--- config.mk ---
export PLATFORM = sky130hd
export DESIGN_NAME = button_debounce
export DESIGN_NICKNAME = d
export VERILOG_FILES = /design/src/rtl/btn_pkg.sv /design/src/rtl/button_debounce_sync2.sv /design/src/rtl/button_debounce.sv
export SDC_FILE = /design/constraint.sdc
export NUM_CORES = 1
export LEC_CHECK = 0
export CORE_AREA = 2 2 71 73
export CTS_CLUSTER_SIZE = 20
export DETAILED_ROUTE_END_ITERATION = 8
export DIE_AREA = 0 0 73 75
export HOLD_SLACK_MARGIN = 0.05
export PLACE_DENSITY = 0.78
export SLEW_MARGIN = 40
export SYNTH_ARGS = -nofsm -noshare
export SYNTH_HDL_FRONTEND = slang
export SYNTH_HIERARCHICAL = 1
export SYNTH_SLANG_ARGS = --single-unit
--- constraint.sdc ---
create_clock -name CLK -period 2.8 [get_ports CLK]
set_clock_uncertainty 0.1 [all_clocks]
set_input_delay 0.56 -clock CLK [delete_from_list [all_inputs] [get_ports CLK]]
set_output_delay 0.56 -clock CLK [all_outputs]
set_load 0.05 [all_outputs]
--- src/rtl/btn_pkg.sv ---
// Shared definitions for the push-button input path.
//   btn_state_t   : debounce FSM state encoding
//   ms_to_cycles  : converts a millisecond interval into a number of clock
//                   cycles at a given clock frequency. The clock-divider and
//                   LED blocks can use it too.
package btn_pkg;

    // S_ prefix keeps the state names clear of the PRESSED output port.
    typedef enum logic [1:0] {
        S_RELEASED    = 2'd0,
        S_PRESS_CHK   = 2'd1,
        S_PRESSED     = 2'd2,
        S_RELEASE_CHK = 2'd3
    } btn_state_t;

    // Divide first so the default 100 MHz * 1000 ms case stays within 32 bits.
    function automatic int unsigned ms_to_cycles(input int unsigned sys_clk,
                                                 input int unsigned ms);
        return sys_clk / 1000 * ms;
    endfunction

endpackage

--- src/rtl/button_debounce_sync2.sv ---
// Two-flop synchronizer for a single asynchronous pin.
//   clk : destination clock
//   rst : synchronous, active-high reset; both flops load RST_VAL
//   d   : asynchronous input
//   q   : synchronized output, two clk cycles behind d
module sync2 #(
    parameter logic RST_VAL = 1'b0
) (
    input  logic clk,
    input  logic rst,
    input  logic d,
    output logic q
);

    logic meta;

    always_ff @(posedge clk) begin
        if (rst) begin
            meta <= RST_VAL;
            q    <= RST_VAL;
        end else begin
            meta <= d;
            q    <= meta;
        end
    end

endmodule

--- src/rtl/button_debounce.sv ---
// Push-button conditioner: synchronizes the raw pin, debounces it and
// produces a clean level plus press / release / long-press strobes.
//   CLK       : system clock, all logic on posedge
//   RST       : synchronous, active-high reset
//   BTN       : raw asynchronous button pin
//   PRESSED   : debounced level, 1 while the button is accepted as pressed
//   PRESS     : one-cycle strobe when a press is accepted
//   RELEASE   : one-cycle strobe when a release is accepted
//   LONGPRESS : one-cycle strobe once the press has been held long enough
module button_debounce
    import btn_pkg::*;
#(
    parameter int unsigned SYS_CLK     = 100000000,
    parameter int unsigned DEBOUNCE_MS = 10,
    parameter int unsigned LONG_MS     = 1000,
    parameter bit          ACTIVE_LOW  = 1'b1
) (
    input  logic CLK,
    input  logic RST,
    input  logic BTN,
    output logic PRESSED,
    output logic PRESS,
    output logic RELEASE,
    output logic LONGPRESS
);

    localparam int unsigned DB_CYCLES   = ms_to_cycles(SYS_CLK, DEBOUNCE_MS);
    localparam int unsigned LONG_CYCLES = ms_to_cycles(SYS_CLK, LONG_MS);

    generate
        if (DB_CYCLES < 2 || LONG_CYCLES < 2) begin : g_bad_params
            $error("button_debounce: DB_CYCLES and LONG_CYCLES must both be >= 2");
        end
    endgenerate

    localparam int DB_W   = (DB_CYCLES   < 2) ? 1 : $clog2(DB_CYCLES);
    localparam int LONG_W = (LONG_CYCLES < 2) ? 1 : $clog2(LONG_CYCLES);

    localparam logic [DB_W-1:0]   DB_LAST   = DB_W'(DB_CYCLES - 1);
    localparam logic [LONG_W-1:0] LONG_LAST = LONG_W'(LONG_CYCLES - 1);
    // hold_cnt value whose increment lands on LONG_LAST
    localparam logic [LONG_W-1:0] LONG_PRE  = LONG_W'(LONG_CYCLES - 2);

    logic              btn_s;
    logic              act;
    btn_state_t        state;
    logic [DB_W-1:0]   db_cnt;
    logic [LONG_W-1:0] hold_cnt;

    // Synchronizer resets to the released pin level so reset never looks
    // like a press.
    sync2 #(.RST_VAL(ACTIVE_LOW)) u_sync (
        .clk (CLK),
        .rst (RST),
        .d   (BTN),
        .q   (btn_s)
    );

    assign act = btn_s ^ ACTIVE_LOW;

    always_ff @(posedge CLK) begin
        if (RST) begin
            state     <= S_RELEASED;
            db_cnt    <= '0;
            hold_cnt  <= '0;
            PRESSED   <= 1'b0;
            PRESS     <= 1'b0;
            RELEASE   <= 1'b0;
            LONGPRESS <= 1'b0;
        end else begin
            PRESS     <= 1'b0;
            RELEASE   <= 1'b0;
            LONGPRESS <= 1'b0;
            case (state)
                S_RELEASED: begin
                    if (act) begin
                        state  <= S_PRESS_CHK;
                        db_cnt <= '0;
                    end
                end
                S_PRESS_CHK: begin
                    // act reverting wins over a coincident expiry
                    if (!act) begin
                        state <= S_RELEASED;
                    end else if (db_cnt == DB_LAST) begin
                        state    <= S_PRESSED;
                        hold_cnt <= '0;
                        PRESSED  <= 1'b1;
                        PRESS    <= 1'b1;
                    end else begin
                        db_cnt <= db_cnt + 1'b1;
                    end
                end
                S_PRESSED: begin
                    if (!act) begin
                        state  <= S_RELEASE_CHK;
                        db_cnt <= '0;
                    end
                    // Saturating counter: the strobe fires on the single
                    // increment that reaches LONG_LAST, so it cannot repeat.
                    if (hold_cnt != LONG_LAST) begin
                        hold_cnt <= hold_cnt + 1'b1;
                        if (hold_cnt == LONG_PRE)
                            LONGPRESS <= 1'b1;
                    end
                end
                S_RELEASE_CHK: begin
                    // hold_cnt is frozen here so a release bounce only pauses
                    // the long-press timer instead of restarting it.
                    if (act) begin
                        state <= S_PRESSED;
                    end else if (db_cnt == DB_LAST) begin
                        state   <= S_RELEASED;
                        PRESSED <= 1'b0;
                        RELEASE <= 1'b1;
                    end else begin
                        db_cnt <= db_cnt + 1'b1;
                    end
                end
                default: state <= S_RELEASED;
            endcase
        end
    end

endmodule

==> impl_results.md, run 1 <==
- Status: finished, final reports clean
- Pre-antenna DRT Iters: 4
- Area of the multi-input gates: 0.00162 mm2
- First-pass GRT wire length: 10.6 mm
- Yosys reg bits: 55
- Fin area: 0.00305 mm2
- Die Ht: 75 um
- Crit path kind: register to register
- Synthesized instance count: 343
- Clock power frac: 35.7%
- CTS tree: built
- Max-Cap Viols: 0
- Share of cells above drive strength 1: 7.14%
- Antenna Nets Post-Route: 0
- DR iter-0 viols: 186
- GRT Overall Usage: 24.1%
- VDD IR-drop max: 282 uV
- Worst Path Required: 2.88 ns
- Final number of hold-violating endpoints: 0
- Area Growth Syn to Fin: 8.13%
- Post-synthesis mux area share: 1.07%
- Placed Area: 0.00295 mm2
- Sink Count: 55
- Psw: 303 uW
- Flop2flop setup slack: 0.26 ns
- Bufs on Longest Clock Path: 2
- Power density over the cells: 430 mW/mm2
- Post-CTS setup buffers: 0
- RR Startpoint: db_cnt[0]$_SDFFE_PP0P_
- Startpoint types: register
- Area of the die: 0.00548 mm2
- Endpoints failing setup: 0
- R2R Path End: db_cnt[17]$_SDFFE_PP0P_
- RSZ-0062 raised after global routing: false
- Achievable Freq: 394 MHz
- Worst Max-Slew Pin Slew: 0.622 ns
- R2R depth: 6
- Post-route DRC: 0
- Register area: 0.00110 mm2
- Final HPWL DP: 4.26 mm
- Synth Area in Compound Gates: 16.2%
- Initial antenna violation count: 0
- Fill count: 402
- YS warnings: 6
- Via count: 2536
- Pin count of the biggest net entering global routing: 23
- Final min period: 2.54 ns
- CORE AREA: 0.00466 mm2
- WL final: 6.09 mm
- Row count: 25
- Post-CTS Resized: 0
- CTS Hold Bufs: 0
- Cts bufs inserted: 5
- Hold Path Class: register to register
- Crit-path max FO: 13
- XOR/XNOR Fraction of Synth Area: 3.42%
- Setup_tns: 0 ns
- Cell-internal power: 1.01 mW
- Seq pwr share: 60.2%
- Worst-path clk slew: 0.10 ns
- Layout Nets: 355
- Final core utilization: 65.3%
- Ant diodes: 0
- GRT Residual Overflow: 0
- Post-synth EDFFs: 0
- Final max-slew violation count: 0
- Synth unique cells: 46
- Max-slew headroom: 58.4%
- Worst Setup EP: db_cnt[17]$_SDFFE_PP0P_
- Async SR Flop Fraction: 0%
- Avg Vias per Cell: 6.28
- Mapped cell area: 0.00282 mm2
- Final GP Congestion: 0.887
- Largest family of logic cells by synthesized area: simple AND/OR/NAND/NOR gates
- Comb power frac: 4.1%
- Sequential fraction of the synthesis area: 39.1%
- Synth Flop Type: dfxtp_1
- H-Tree Depth: 2
- Vias in the first global route: 2323
- Final Cycle Share: 90.7%
- CP Data Arrival Time: 2.62 ns
- Initial core utilization: 60.4%
- WL/cell: 15.1 um
- # port buffers: 6
- Switch share: 23.2%
- Leak: 0.961 nW
- Root Buffer: clkbuf_8
- CP Launch Point: db_cnt[0]$_SDFFE_PP0P_
- Simple-Gate Fraction of Synth Area: 35.2%
- Syn Nets: 349
- Adder-Cell Fraction of Synth Area: 1.33%
- Chip Width: 73 um
- I/O pin total: 7
- Post-synthesis average cell area: 8.21 um2
- CP Capture Type: register
- Worst-Skew Late Latency: 0.31 ns
placed cells by master, fill, tap and decap left out, drive strengths merged, types with 3 or more instances in the layout:
master         synthesis  final
inv                    7      7
clkdlybuf4s50          0      6
dfxtp                 55     55
and2                   6      6
nor4                   5      5
nor2b                  3      3
mux2i                  3      3
clkbuf                10      6
nor3                   8      8
and3                   6      6
nand3                 28     28
or3                   15     15
or4                   19     19
o31ai                 15     15
buf                    7     10
a21oi                 32     32
xor2                   9      9
nand4                 13     13
and4                   3      3
nand2                 24     24
o21ai                 15     15
nand2b                 7      7
nor2                  20     20
ha                     3      3
or2                    5      5
nor4b                  3      3
worst max-delay path: stages (launching register included):
cell	delay (ns)
dfxtp_1	0.40
ha_1	0.21
nand3_1	0.23
or4_1	0.74
o211ai_2	0.48
or3_1	0.18
a31oi_1	0.07
per-stage QoR:
stage / std cells / setup slack, ns / hold WS [ns] / power (mW)
final: 404 / 0.259 / 0.315 / 1.31
after global routing: 404 / 0.0304 / 0.341 / 1.35
after global placement: 396 / 0.355 / 0.290 / 0.860
after detailed placement: 396 / 0.276 / 0.297 / 0.861
after CTS: 404 / 0.259 / 0.320 / 1.32
after floorplan: 343 / 0.641 / 0.285 / 0.843
layout make-up:
cell class,instances,area share [%]
clock buffer,6,2.71
clock inverter,2,0.534
inverter,7,0.863
multi-input combinational,264,53.1
sequential,55,36.2
tap,54,2.22
timing repair buffer,16,4.44
sequential cells by signal, summed over array words and instances, names as in the netlist, named ones only:
register / flops
hold_cnt: 27
db_cnt: 20
LONGPRESS: 1
PRESS: 1
PRESSED: 1
RELEASE: 1
state: 1
u_sync/meta: 1
u_sync/q: 1
metal layers:
| metal | GRT usage, % | vias up | share of wire [%] |
|---|---|---|---|
| li1 | - | 1286 | - |
| met1 | 30.3 | 1193 | 45 |
| met2 | 42.1 | 44 | 50 |
| met4 | 9.05 | 0 | 2.0 |
| met5 | 0 | - | 0 |
| met3 | 3.21 | 13 | 3.0 |
power by group through the flow:
| stage | Clock [mW] | Combinational [mW] | Sequential (mW) |
|---|---|---|---|
| 2_1_floorplan | 0 | 0.0274 | 0.815 |
| 3_3_place_gp | 0 | 0.0528 | 0.807 |
| 3_5_place_dp | 0 | 0.0534 | 0.807 |
| 4_1_cts | 0.479 | 0.0533 | 0.789 |
| 5_1_grt | 0.503 | 0.0580 | 0.790 |
| 6_report | 0.468 | 0.0533 | 0.789 |
how the worst min path moves through the flow:
stage	startpoint	end	slack (ns)	depth (start not counted)
2_1_floorplan	u_sync/meta$_SDFF_PP1_	u_sync/q$_SDFF_PP1_	0.29	1
3_3_place_gp	u_sync/meta$_SDFF_PP1_	u_sync/q$_SDFF_PP1_	0.29	1
4_1_cts	u_sync/meta$_SDFF_PP1_	u_sync/q$_SDFF_PP1_	0.32	1
6_report	u_sync/meta$_SDFF_PP1_	u_sync/q$_SDFF_PP1_	0.32	1
5_1_grt	u_sync/meta$_SDFF_PP1_	u_sync/q$_SDFF_PP1_	0.34	1
3_5_place_dp	u_sync/meta$_SDFF_PP1_	u_sync/q$_SDFF_PP1_	0.30	1
cells in the mapped netlist, types with 7 or more instances:
| cell type | instances | share of area (%) |
|---|---|---|
| dfxtp_1 | 55 | 39 |
| a21oi_1 | 32 | 5.7 |
| nand3_1 | 28 | 5.0 |
| nand2_1 | 24 | 3.2 |
| nor2_1 | 20 | 2.7 |
| or4_1 | 19 | 5.1 |
| o31ai_1 | 15 | 4.0 |
| or3_1 | 15 | 3.3 |
| nand4_1 | 13 | 2.9 |
| o21ai_0 | 11 | 2.0 |
| clkbuf_1 | 10 | 1.3 |
| xor2_1 | 9 | 2.8 |
| nor3_1 | 8 | 1.4 |
| inv_1 | 7 | 0.93 |
| nand2b_1 | 7 | 1.6 |
cells by family after synthesis:
kind of cell    Yosys count
buf+inv                  24
xor+xnor                 11
mux                       3
flops                    55
compound gates           74
simple gates            173
fa+ha+maj                 3
No activity file was read; power rests on OpenSTA's default activity.
==> inputs of run 2 (changes only) <==
--- a/config.mk
+++ b/config.mk
@@ -5,12 +5,12 @@
 export SDC_FILE = /design/constraint.sdc
 export NUM_CORES = 1
 export LEC_CHECK = 0
-export CORE_AREA = 2 2 71 73
+export CORE_AREA = 2 2 75 77
 export CTS_CLUSTER_SIZE = 20
 export DETAILED_ROUTE_END_ITERATION = 8
-export DIE_AREA = 0 0 73 75
+export DIE_AREA = 0 0 77 79
 export HOLD_SLACK_MARGIN = 0.05
-export PLACE_DENSITY = 0.78
+export PLACE_DENSITY = 0.71
 export SLEW_MARGIN = 40
 export SYNTH_ARGS = -nofsm -noshare
 export SYNTH_HDL_FRONTEND = slang
==> constraint.sdc (replaced) <==
create_clock -name CLK -period 3.1 [get_ports CLK]
set_clock_uncertainty 0.1 [all_clocks]
set_input_delay 0.62 -clock CLK [delete_from_list [all_inputs] [get_ports CLK]]
set_output_delay 0.62 -clock CLK [all_outputs]
set_load 0.05 [all_outputs]
==> impl_results.md, run 2 (synthesized netlist as in run 1, its figures left out) <==
- Final HPWL DP: 4.39 mm (was 4.26 mm)
- CTS Hold Bufs: 0 (unchanged)
- Worst Max-Slew Pin Slew: 0.663 ns (was 0.622 ns)
- Crit-path max cell delay: 0.74 ns (about the same)
- Crit path kind: register to register (unchanged)
- Crit path buf inv count: 0 (unchanged)
- Area Growth Syn to Fin: 9.33% (was 8.13%)
- DR iter-0 viols: 167 (was 186)
- WL/cell: 14.9 um (was 15.1 um)
- Pin count of the biggest net entering global routing: 23 (unchanged)
- Via count: 2538 (was 2536)
- Worst Path Required: 3.25 ns (was 2.88 ns)
- Post-route DRC: 0 (unchanged)
- Placed cells: 413 (was 396)
- Final number of hold-violating endpoints: 0 (unchanged)
- Endpoints failing setup: 0 (unchanged)
- Post-CTS setup buffers: 0 (unchanged)
- Cts bufs inserted: 5 (unchanged)
- # port buffers: 6 (unchanged)
- Root Buffer: clkbuf_8 (unchanged)
- Final GP Congestion: 0.812 (was 0.887)
- Status: finished, final reports clean (unchanged)
- Power density over the cells: 407 mW/mm2 (was 430 mW/mm2)
- Crit-path max FO: 18 (was 13)
- Fin cells: 421 (was 404)
- Largest Register: hold_cnt (unchanged)
- Initial core utilization: 52.8% (was 60.4%)
- Critical-path cell list: ha_1 -> nand3_1 -> or4_1 -> o21ai_4 -> o21ai_0 -> a21oi_1 (was ha_1 -> nand3_1 -> or4_1 -> o211ai_2 -> or3_1 -> a31oi_1)
- Setup_tns: 0 ns (unchanged)
- I/O pin total: 7 (unchanged)
- Avg Vias per Cell: 6.03 (was 6.28)
- Initial antenna violation count: 0 (unchanged)
- Commonest non-fill, non-tap cell in the layout: dfxtp_1 (unchanged)
- CP Launch Point: db_cnt[0]$_SDFFE_PP0P_ (unchanged)
- CP Data Arrival Time: 2.72 ns (was 2.62 ns)
- Post-CTS Resized: 0 (unchanged)
- Achievable Freq: 388 MHz (was 394 MHz)
- First-pass GRT wire length: 11.0 mm (was 10.6 mm)
- Final max-slew violation count: 0 (unchanged)
- Leak: 0.969 nW (was 0.961 nW)
- RR Startpoint: db_cnt[0]$_SDFFE_PP0P_ (unchanged)
- Die Ht: 79 um (was 75 um)
- Final core utilization: 57.7% (was 65.3%)
- CTS tree: built (unchanged)
- Worst-path clk slew: 0.10 ns (about the same)
- VDD IR-drop max: 260 uV (was 282 uV)
- H-Tree Depth: 2 (unchanged)
- CP max-delay cell: or4_1 (unchanged)
- Most frequent cells in the layout: dfxtp_1, a21oi_1, nand3_1, nand2_1, nor2_1 (unchanged)
- GRT Overall Usage: 22.1% (was 24.1%)
- Layout Nets: 354 (was 355)
- Row count: 27 (was 25)
- Sink Count: 55 (unchanged)
- GRT Residual Overflow: 0 (unchanged)
- Chip Width: 77 um (was 73 um)
- Bufs on Longest Clock Path: 2 (unchanged)
- Hold Path Class: register to register (unchanged)
- Top Family by Delay on Critical Path: simple AND/OR/NAND/NOR gates (unchanged)
- Max-slew headroom: 55.7% (was 58.4%)
- Final Cycle Share: 83.2% (was 90.7%)
- WL final: 6.28 mm (was 6.09 mm)
- Vias in the first global route: 2438 (was 2323)
- Worst-Skew Late Latency: 0.31 ns (about the same)
- Largest register FFs: 27 (unchanged)
- Final min period: 2.58 ns (was 2.54 ns)
- CP Capture Type: register (unchanged)
- Pre-antenna DRT Iters: 4 (unchanged)
- Register area: 0.00110 mm2 (unchanged)
- Biggest registers after layout: hold_cnt: 27 flops, db_cnt: 20 flops (unchanged)
- Min-Delay Startpoint: u_sync/meta$_SDFF_PP1_ (unchanged)
- RSZ-0062 raised after global routing: false (unchanged)
- Startpoint types: register (unchanged)
- Share of cells above drive strength 1: 6.88% (was 7.14%)
- Fill count: 525 (was 402)
- Antenna Nets Post-Route: 0 (unchanged)
- Area of the die: 0.00608 mm2 (was 0.00548 mm2)
- Ant diodes: 0 (unchanged)
- Area of the multi-input gates: 0.00162 mm2 (unchanged)
- CORE AREA: 0.00534 mm2 (was 0.00466 mm2)
- Max-Cap Viols: 0 (unchanged)
run 2: cell types whose count changed in the layout (fill, tap and decap cells not counted):
cell / before / now
buf_4: 10 / 9
bufinv_16: 0 / 1
clkinv_2: 0 / 1
clkinv_4: 1 / 0
clkinvlp_4: 1 / 0
run 2: report_power, final:
| part | internal [mW] | total, mW | leakage (nW) | switching [mW] |
|---|---|---|---|---|
| sequential | 0.710 | 0.713 | 0.443 | 0.00300 |
| clock | 0.262 | 0.492 | 0.0612 | 0.230 |
| combinational | 0.0169 | 0.0483 | 0.464 | 0.0314 |
| total | 0.988 | 1.25 | 0.969 | 0.265 |
run 2: per-layer routing:
metal / wire, um / GRT usage, % / vias up
met1: 2900 / 25.7 / 1208
li1: - / - / 1300
met4: 59 / 6.43 / 0
met2: 3210 / 41.0 / 24
met5: 0 / 0 / -
met3: 110 / 4.77 / 6
run 2: stage by stage:
stage	hold WS (ns)	area [um2]	total power [mW]	worst slack (ns)
finish	0.326	3080	1.25	0.521
global placement	0.296	2960	0.777	0.662
floorplan	0.285	2820	0.761	0.941
CTS	0.333	3080	1.27	0.559
global route	0.343	3080	1.31	0.335
detailed placement	0.309	2960	0.778	0.564
run 2: layout make-up:
class | count | share of cell area, %
multi-input cells | 264 | 52.5
flip-flops and latches | 55 | 35.8
inverters | 7 | 0.853
clock inverters | 2 | 1.14
well taps | 72 | 2.93
repair buffers | 15 | 4.14
clock buffers | 6 | 2.68
run 2: path summary, 6_finish.rpt:
| kind | depth (start not counted) | slack, ns | end |
|---|---|---|---|
| max | 6 | 0.52 | db_cnt[10]$_SDFFE_PP0P_ |
| min reg2reg | 1 | 0.33 | u_sync/q$_SDFF_PP1_ |
| min | 1 | 0.33 | u_sync/q$_SDFF_PP1_ |
| max reg2reg | 6 | 0.52 | db_cnt[10]$_SDFFE_PP0P_ |
